<file path="src/rtl/seq_mult_pkg.sv">
// Shared constants and controller state encoding for the 6x6 sequential multiplier slice.
package seq_mult_pkg;

  localparam int unsigned MULT_W   = 6;
  localparam int unsigned MULT_LAT = 7;

  typedef enum logic [1:0] {
    ST_IDLE   = 2'd0,
    ST_LAUNCH = 2'd1,
    ST_WAIT   = 2'd2,
    ST_DONE   = 2'd3
  } issue_state_t;

endpackage

</file>
<file path="src/rtl/mult_operand_buf.sv">
// One-entry valid/ready holding register; a push and a pop on the same edge reloads the entry.
module mult_operand_buf
  import seq_mult_pkg::*;
#(
  parameter int unsigned WIDTH = 2 * MULT_W
) (
  input  logic             clk,
  input  logic             rst,
  input  logic             in_valid,
  output logic             in_ready,
  input  logic [WIDTH-1:0] in_data,
  output logic             out_valid,
  input  logic             out_ready,
  output logic [WIDTH-1:0] out_data
);

  logic             full;
  logic [WIDTH-1:0] data;

  assign in_ready  = rst | ~full | out_ready;
  assign out_valid = full;
  assign out_data  = data;

  always_ff @(posedge clk) begin
    if (rst) begin
      full <= 1'b0;
      data <= '0;
    end else if (in_valid && in_ready) begin
      full <= 1'b1;
      data <= in_data;
    end else if (out_ready) begin
      full <= 1'b0;
    end
  end

endmodule

</file>
<file path="src/rtl/seq_mult_issue_ctrl.sv">
// Issue controller: queues one operand pair, pulses the multiplier load, waits its latency,
// and returns the captured product over a valid/ready handshake.
module seq_mult_issue_ctrl
  import seq_mult_pkg::*;
#(
  parameter int unsigned W        = seq_mult_pkg::MULT_W,
  parameter int unsigned MULT_LAT = seq_mult_pkg::MULT_LAT
) (
  input  logic           clk,
  input  logic           rst,
  input  logic           in_valid,
  output logic           in_ready,
  input  logic [W-1:0]   in_a,
  input  logic [W-1:0]   in_b,
  output logic           out_valid,
  input  logic           out_ready,
  output logic [2*W-1:0] out_product,
  output logic           mult_start,
  output logic [W-1:0]   mult_a,
  output logic [W-1:0]   mult_b,
  input  logic [2*W-1:0] mult_product,
  output logic           busy
);

  localparam int unsigned CNT_W = $clog2(MULT_LAT + 1);

  issue_state_t   state, state_nxt;
  logic [CNT_W-1:0] cnt, cnt_nxt;
  logic           start_nxt, valid_nxt;
  logic [W-1:0]   a_nxt, b_nxt;
  logic [2*W-1:0] prod_nxt;

  logic           buf_valid, pop;
  logic [2*W-1:0] buf_data;

  mult_operand_buf #(
    .WIDTH (2 * W)
  ) u_buf (
    .clk       (clk),
    .rst       (rst),
    .in_valid  (in_valid),
    .in_ready  (in_ready),
    .in_data   ({in_a, in_b}),
    .out_valid (buf_valid),
    .out_ready (pop),
    .out_data  (buf_data)
  );

  always_comb begin
    state_nxt = state;
    cnt_nxt   = cnt;
    start_nxt = 1'b0;
    a_nxt     = mult_a;
    b_nxt     = mult_b;
    valid_nxt = out_valid;
    prod_nxt  = out_product;
    pop       = 1'b0;
    case (state)
      ST_IDLE: begin
        if (buf_valid) begin
          pop       = 1'b1;
          state_nxt = ST_LAUNCH;
          start_nxt = 1'b1;
          {a_nxt, b_nxt} = buf_data;
        end
      end
      ST_LAUNCH: begin
        state_nxt = ST_WAIT;
        cnt_nxt   = '0;
      end
      ST_WAIT: begin
        cnt_nxt = cnt + 1'b1;
        if (cnt == CNT_W'(MULT_LAT - 1)) begin
          prod_nxt  = mult_product;
          valid_nxt = 1'b1;
          state_nxt = ST_DONE;
        end
      end
      ST_DONE: begin
        if (out_ready) begin
          valid_nxt = 1'b0;
          // A queued pair launches on the handshake edge itself, skipping IDLE.
          if (buf_valid) begin
            pop       = 1'b1;
            state_nxt = ST_LAUNCH;
            start_nxt = 1'b1;
            {a_nxt, b_nxt} = buf_data;
          end else begin
            state_nxt = ST_IDLE;
          end
        end
      end
      default: state_nxt = ST_IDLE;
    endcase
  end

  always_ff @(posedge clk) begin
    if (rst) begin
      state       <= ST_IDLE;
      cnt         <= '0;
      mult_start  <= 1'b0;
      mult_a      <= '0;
      mult_b      <= '0;
      out_valid   <= 1'b0;
      out_product <= '0;
    end else begin
      state       <= state_nxt;
      cnt         <= cnt_nxt;
      mult_start  <= start_nxt;
      mult_a      <= a_nxt;
      mult_b      <= b_nxt;
      out_valid   <= valid_nxt;
      out_product <= prod_nxt;
    end
  end

  assign busy = (state != ST_IDLE);

endmodule

</file>
<file path="config.mk">
export PLATFORM = sky130hd
export DESIGN_NAME = seq_mult_issue_ctrl
export DESIGN_NICKNAME = d
export VERILOG_FILES = /design/src/rtl/seq_mult_pkg.sv /design/src/rtl/mult_operand_buf.sv /design/src/rtl/seq_mult_issue_ctrl.sv
export SDC_FILE = /design/constraint.sdc
export NUM_CORES = 1
export LEC_CHECK = 0
export ABC_AREA = 1
export BUFFER_PORTS_ARGS = -buffer_cell sky130_fd_sc_hd__buf_2
export CAP_MARGIN = 20
export CORE_AREA = 4 4 86 88
export CTS_BUF_LIST = sky130_fd_sc_hd__clkbuf_4
export DETAILED_ROUTE_END_ITERATION = 6
export DIE_AREA = 0 0 90 92
export PLACE_DENSITY = 0.49
export RECOVER_POWER = 25
export SKIP_LAST_GASP = 1
export SYNTH_ARGS = -nofsm -noshare
export SYNTH_HDL_FRONTEND = slang
export SYNTH_SLANG_ARGS = --single-unit
export TNS_END_PERCENT = 30
</file>
<file path="constraint.sdc">
create_clock -name clk -period 3.5 [get_ports clk]
set_input_delay 0.7 -clock clk [delete_from_list [all_inputs] [get_ports clk]]
set_output_delay 0.7 -clock clk [all_outputs]
set_load 0.01 [all_outputs]
</file>
==> impl_metrics.tcl, run 1 <==
set metrics [dict create \
    rows 30 \
    cts_tree "built" \
    coreArea_sq_um 6644 \
    cp_cell_sequence "inv_1 > ha_1 > nor2_8 > nand2_4 > nand2_4 > buf_2" \
    drt_iter0_markers 47 \
    crit_path_top_delay_cell "ha_1" \
    powerDensity_nw_per_um2 571.6 \
    avgRoutedWirePerCell_um 11.33 \
    dp_hpwl_um 3128 \
    die_w_um 90 \
    hold_buffers 0 \
    grt_pass1_wl_um 7017 \
    grt_max_degree 27 \
    clock-skew-final_ns 0.01154 \
    dpl-instance-area_sq_um 2206 \
    grt_pass1_vias 1496 \
    synth.distinct_cells 25 \
    slew_headroom_pct 50.41 \
    worst-r2r-setup-slack_ns 1.55 \
    p_leak_nw 0.9817 \
    grtUsageTotal_pct 10.30 \
    gp_routability_congestion 0.7263 \
    drive_gt1_share_pct 18.98 \
    irDropWorstVdd_mv 0.1679 \
    syn_area_sq_um 1938 \
    rsz0062_at_grt "no" \
    finalMaxSlewViolations 0 \
    ant_nets 0 \
    path_clk_slew_ns 0.13 \
    pre_cts_slack_ns 1.046 \
    final_util_pct 33.62 \
    dieArea_sq_um 8280 \
    cts_buffers 5 \
    die_h_um 92 \
    arrival_ns 2.15 \
    final_common_cell "dfxtp_1" \
    portBuffers 55 \
    cpLargestDelayFamily "simple AND/OR/NAND/NOR gates" \
    hold_violations 0 \
    cp_slowest_stage_delay_ns 0.46 \
    end_kind "output port" \
    clock_latency_ns 0.35 \
    setup_viol 0 \
    fin_ws_ns 0.6535 \
    cp_max_fo 26 \
    fin_setup_tns_ns 0 \
    n_antenna_cell 0 \
    yosysWarnings 0 \
    vias_per_cell 4.248 \
    clockBufferDepth 2 \
    status "complete, no violations" \
    synth_seq_cells 44 \
    cts-root-buf "clkbuf_4" \
    fmax_ghz 0.3513 \
    synthCells 247 \
    avgSynthCellArea_sq_um 7.847 \
    ios 56 \
    postSynthNetCount 282 \
    nNetsFinal 330 \
    overflow 0 \
    postLayoutCellArea_sq_um 2233 \
    fillers 742 \
    dr.pass1.iters 4 \
    required_ns 2.80 \
    hold_class "flop to flop" \
    critPathLaunchType "flop" \
    grt_antenna_before_repair 0 \
    final_cell_mix "44 x dfxtp_1, 40 x nand2_1, 37 x buf_2" \
    post-cts-setup-buffer-count 0 \
    ctsResizeCount 0 \
    cts_sinks 44 \
    drc 0 \
    criticalPathCategory "flop to output port" \
    placed_cells 368 \
    area_growth_pct 15.24 \
    htreeDepth 2 \
    post-route-period-util_pct 81.33 \
    total_power_mw 1.277 \
    maxCapViolations 0 \
    ys_seq_area_share_pct 45.45 \
    cp_num_buf_inv 2 \
    crit_top_cell "nand2_4" \
    final_cell_count_no_fill 375 \
    drt-total-wl_um 4247 \
    start_util_pct 29.17 \
    worst_pin_slew_ns 0.7417 \
    holdWs_ns 0.4505 \
    period_minus_slack_ns 2.846 \
    vias 1593 \
]
[layer usage]
layer / routed length (um) / part of all wire, % / global-route usage [%]
met1: 2147 / 51 / 14.28
met2: 1884 / 44 / 15.81
met3: 168 / 4.0 / 2.297
met4: 47 / 1.1 / 3.444
met5: 0 / 0 / 0
[path summary, 6_finish.rpt]
check / start / end / cells past startpoint
setup / recovery: state[0] / in_ready / 6
hold / removal: out_product[0] / out_product[0] / 2
setup reg to reg: state[0] / u_buf.out_data[5] / 8
hold reg to reg: out_product[0] / out_product[0] / 2
[cell families after synthesis]
kind of cell | Yosys count | share of synthesized area, %
XOR/XNOR | 1 | 0.4520
adder cells (fa/ha/maj) | 7 | 4.519
flip-flops | 44 | 45.45
buffers and inverters | 50 | 12.72
AND/OR/NAND/NOR | 91 | 21.50
AO/OA/AOI/OAI | 54 | 15.36
[cells in the mapped netlist]
library cell  instances  area [sq um]
buf_6                 2         22.52
ha_1                  7         87.58
nor2_1               17         63.81
a21oi_1              33         165.2
xnor2_1               1         8.760
nor3_1                1         5.000
inv_2                 1         3.750
o21ai_0              13         65.06
dfxtp_1              44         880.8
buf_12                1         20.02
nand3_1              27         135.1
nor2_8                1         20.02
and3_1                1         6.260
a21oi_2               6         52.55
inv_1                34         127.6
buf_4                 3         22.52
o211ai_1              1         7.510
clkbuf_1              4         15.01
nand2_4               2         22.52
nand3b_1              1         7.510
buf_2                 4         20.02
buf_8                 1         15.01
nand2_1              40         150.1
a211oi_1              1         7.510
nor2_2                1         6.260
[area by class of cell]
type                    instances  area [sq um]  area share, %
flip-flops and latches         44         880.8          39.44
multi-input cells             153         810.8          36.30
repair buffers                 56         260.3          11.65
inverters                      35         131.4          5.882
well taps                      80         100.1          4.482
clock buffers                   5         37.54          1.681
clock inverters                 2         12.51         0.5602
[report_power, final]
group | internal (mW) | switching, mW | total, mW
Sequential | 0.563 | 0.0464 | 0.609
Combinational | 0.160 | 0.273 | 0.433
Clock | 0.0735 | 0.161 | 0.234
[sequential cells by signal, indices dropped and copies added (netlist names)]
register and cells:
out_product 12, u_buf.out_data 12, mult_a 6, mult_b 6, cnt 3, state 2, mult_start 1, out_valid 1
u_buf.out_valid 1
[tightest hold or removal path, cell delays in order, from the launching register on]
cell and delay, ns:
dfxtp_1 0.33, inv_1 0.05, a21oi_1 0.05
Power figures use the tool's default switching activity.
==> inputs of run 2 (changes only) <==
- ABC_AREA: 1 -> 0
- CORE_AREA: 4 4 86 88 -> 4 4 87 89
- DIE_AREA: 0 0 90 92 -> 0 0 91 93
- clock period: 3.5 -> 2.9 ns (I/O delays scaled with it)
==> run 2 against run 1 <==
Final area grew 2.4%; register-to-register slack lost 0.69 ns; largest cell class is now multi-input combinational cells; critical path type unchanged; global-route usage grew 0.84 points.
==> impl_metrics.tcl, run 2 <==
set metrics [dict create \
    drive_gt1_share_pct 20.38 \
    final_cell_mix "44 x dfxtp_1, 37 x buf_2, 29 x a21oi_1" \
    hold_class "input pin to flop" \
    dp_hpwl_um 3141 \
    portBuffers 55 \
    clock-skew-final_ns 0.01077 \
    vias_per_cell 4.629 \
    slew_headroom_pct 52.92 \
    finalMaxSlewViolations 0 \
    p_leak_nw 0.9211 \
    synth_xor_area_share_pct 0 \
    cp-endpoint "in_ready" \
    end_kind "output port" \
    drt-total-wl_um 4638 \
    cp_num_buf_inv 2 \
    post-cts-setup-buffer-count 0 \
    post-route-period-util_pct 80.10 \
    worst-r2r-setup-slack_ns 0.86 \
    avgRoutedWirePerCell_um 13.44 \
    ys_seq_area_share_pct 44.67 \
    path_clk_slew_ns 0.13 \
    met3WireLength_um 189 \
    rsz0062_at_grt "no" \
    crit_cells 4 \
    avgSynthCellArea_sq_um 9.087 \
    synth-edff-count 0 \
    ctsResizeCount 0 \
    syn_area_sq_um 1972 \
    synthArstFlopShare_pct 0 \
    area_growth_pct 15.99 \
    cp_slowest_stage_delay_ns 0.43 \
    irDropWorstVdd_mv 0.2698 \
    dieArea_sq_um 8463 \
    die_h_um 93 \
    clockBufferDepth 2 \
    dr.pass1.iters 4 \
    synth_seq_cells 44 \
    synth.top_cell.area_share_pct 44.67 \
    grt_max_degree 57 \
    hold_violations 0 \
    nNetsFinal 300 \
    period_minus_slack_ns 2.323 \
    cp_cell_sequence "inv_1 > ha_1 > o21ai_0 > buf_2" \
    top_layer "met4" \
    maxCapViolations 0 \
    powerDensity_nw_per_um2 664.0 \
    arrival_ns 1.74 \
    postSynthNetCount 252 \
    grt_antenna_before_repair 0 \
    setup_viol 0 \
    worst_pin_slew_ns 0.7061 \
    yosys-top-cells-count "44 x dfxtp_1, 29 x a21oi_1, 26 x nand2_1, 26 x nand2b_1" \
    yosysMostFrequentCell "dfxtp_1" \
    holdWs_ns 0.4438 \
    overflow 0 \
    yosysTopAreaCell "dfxtp_1" \
    htreeDepth 2 \
    grt_pass1_wl_um 7638 \
    vias 1597 \
    reg2reg_from "state[0]" \
    cts_buffers 5 \
    cts-root-buf "clkbuf_4" \
    hold_path_depth 3 \
    rows 30 \
    r2r_end "u_buf.out_data[5]" \
    drt_iter0_markers 52 \
    fmax_ghz 0.4305 \
    fin_setup_tns_ns 0 \
    synth_top_family_by_area "simple AND/OR/NAND/NOR gates" \
    required_ns 2.32 \
    synth-simple-area-share_pct 23.10 \
    synth_compound_gate_area_share_pct 15.74 \
    coreArea_sq_um 6756 \
    final_cell_count_no_fill 345 \
    synth.area.mux_share_pct 6.091 \
    synthCells 217 \
    crit_path_top_delay_cell "dfxtp_1" \
    synth_area_leaders "dfxtp_1 45%, nand2b_1 8.2%, a21oi_1 7.4%" \
    cts_tree "built" \
    synthAdderAreaFrac_pct 4.442 \
    ios 56 \
    ant_nets 0 \
    die_w_um 91 \
    grt_pass1_vias 1524 \
    gp_routability_congestion 0.6947 \
    cp_max_fo 10 \
    clock_latency_ns 0.35 \
    status "complete, no violations" \
    yosysWarnings 0 \
    start_util_pct 29.19 \
    crit_path_start "state[0]" \
    placed_cells 338 \
    final_common_cell "dfxtp_1" \
    critPathLaunchType "flop" \
    hold_buffers 0 \
    drc 0 \
    n_antenna_cell 0 \
    wl_met1_um 2319 \
    cts_sinks 44 \
    reg2reg_depth 5 \
    synth-main-ff-cell "dfxtp_1" \
    cpLargestDelayFamily "flip-flops" \
    criticalPathCategory "flop to output port" \
    grtUsageTotal_pct 11.14 \
    dr_wl_met2_um 2053 \
    synth.distinct_cells 34 \
    total_power_mw 1.519 \
]
-- run 2: kinds of logic after synthesis --
group,after synthesis
adder cells (fa/ha/maj),7
multiplexers,12
AND/OR/NAND/NOR,81
flip-flops,44
AO/OA/AOI/OAI,52
buffers and inverters,21
-- run 2: final cells by class --
type / instances / area [sq um]
Clock inverter: 2 / 12.51
Timing Repair Buffer: 56 / 260.3
Inverter: 6 / 22.52
Sequential cell: 44 / 880.8
Clock buffer: 5 / 37.54
Tap cell: 80 / 100.1
Multi-Input combinational cell: 152 / 973.4
Fill cell: 752 / 4469
-- run 2: how the worst min path moves through the flow --
stage                            startpoint         endpoint
after floorplan           u_buf.out_data[6]        mult_a[0]
after global placement       out_product[8]   out_product[8]
after detailed placement    out_product[10]  out_product[10]
after CTS                   mult_product[5]   out_product[5]
after global routing        mult_product[7]   out_product[7]
final                       mult_product[5]   out_product[5]
-- run 2: per-layer routing --
metal | up-vias | track usage [%]
met5 | - | 0
met2 | 35 | 16.80
met3 | 8 | 2.414
li1 | 831 | -
met4 | 0 | 4.899
met1 | 723 | 15.28
-- run 2: power by group --
part           switching [mW]  total [mW]  internal [mW]
registers              0.0403       0.706          0.665
clock network           0.200       0.289         0.0887
logic                   0.304       0.524          0.220
-- run 2: through the flow --
stage	area, sq um	worst slack [ns]	utilization, %
4_1_cts	2310	0.5492	34.19
6_report	2287	0.5772	33.85
3_5_place_dp	2260	0.8904	33.44
2_1_floorplan	1972	1.109	-
5_1_grt	2287	0.3681	33.85
3_3_place_gp	2260	0.9808	33.44
-- run 2: tightest hold or removal path, stage by stage --
cell and delay, ns:
buf_2 0.10, nand2_1 0.04, a21oi_1 0.05
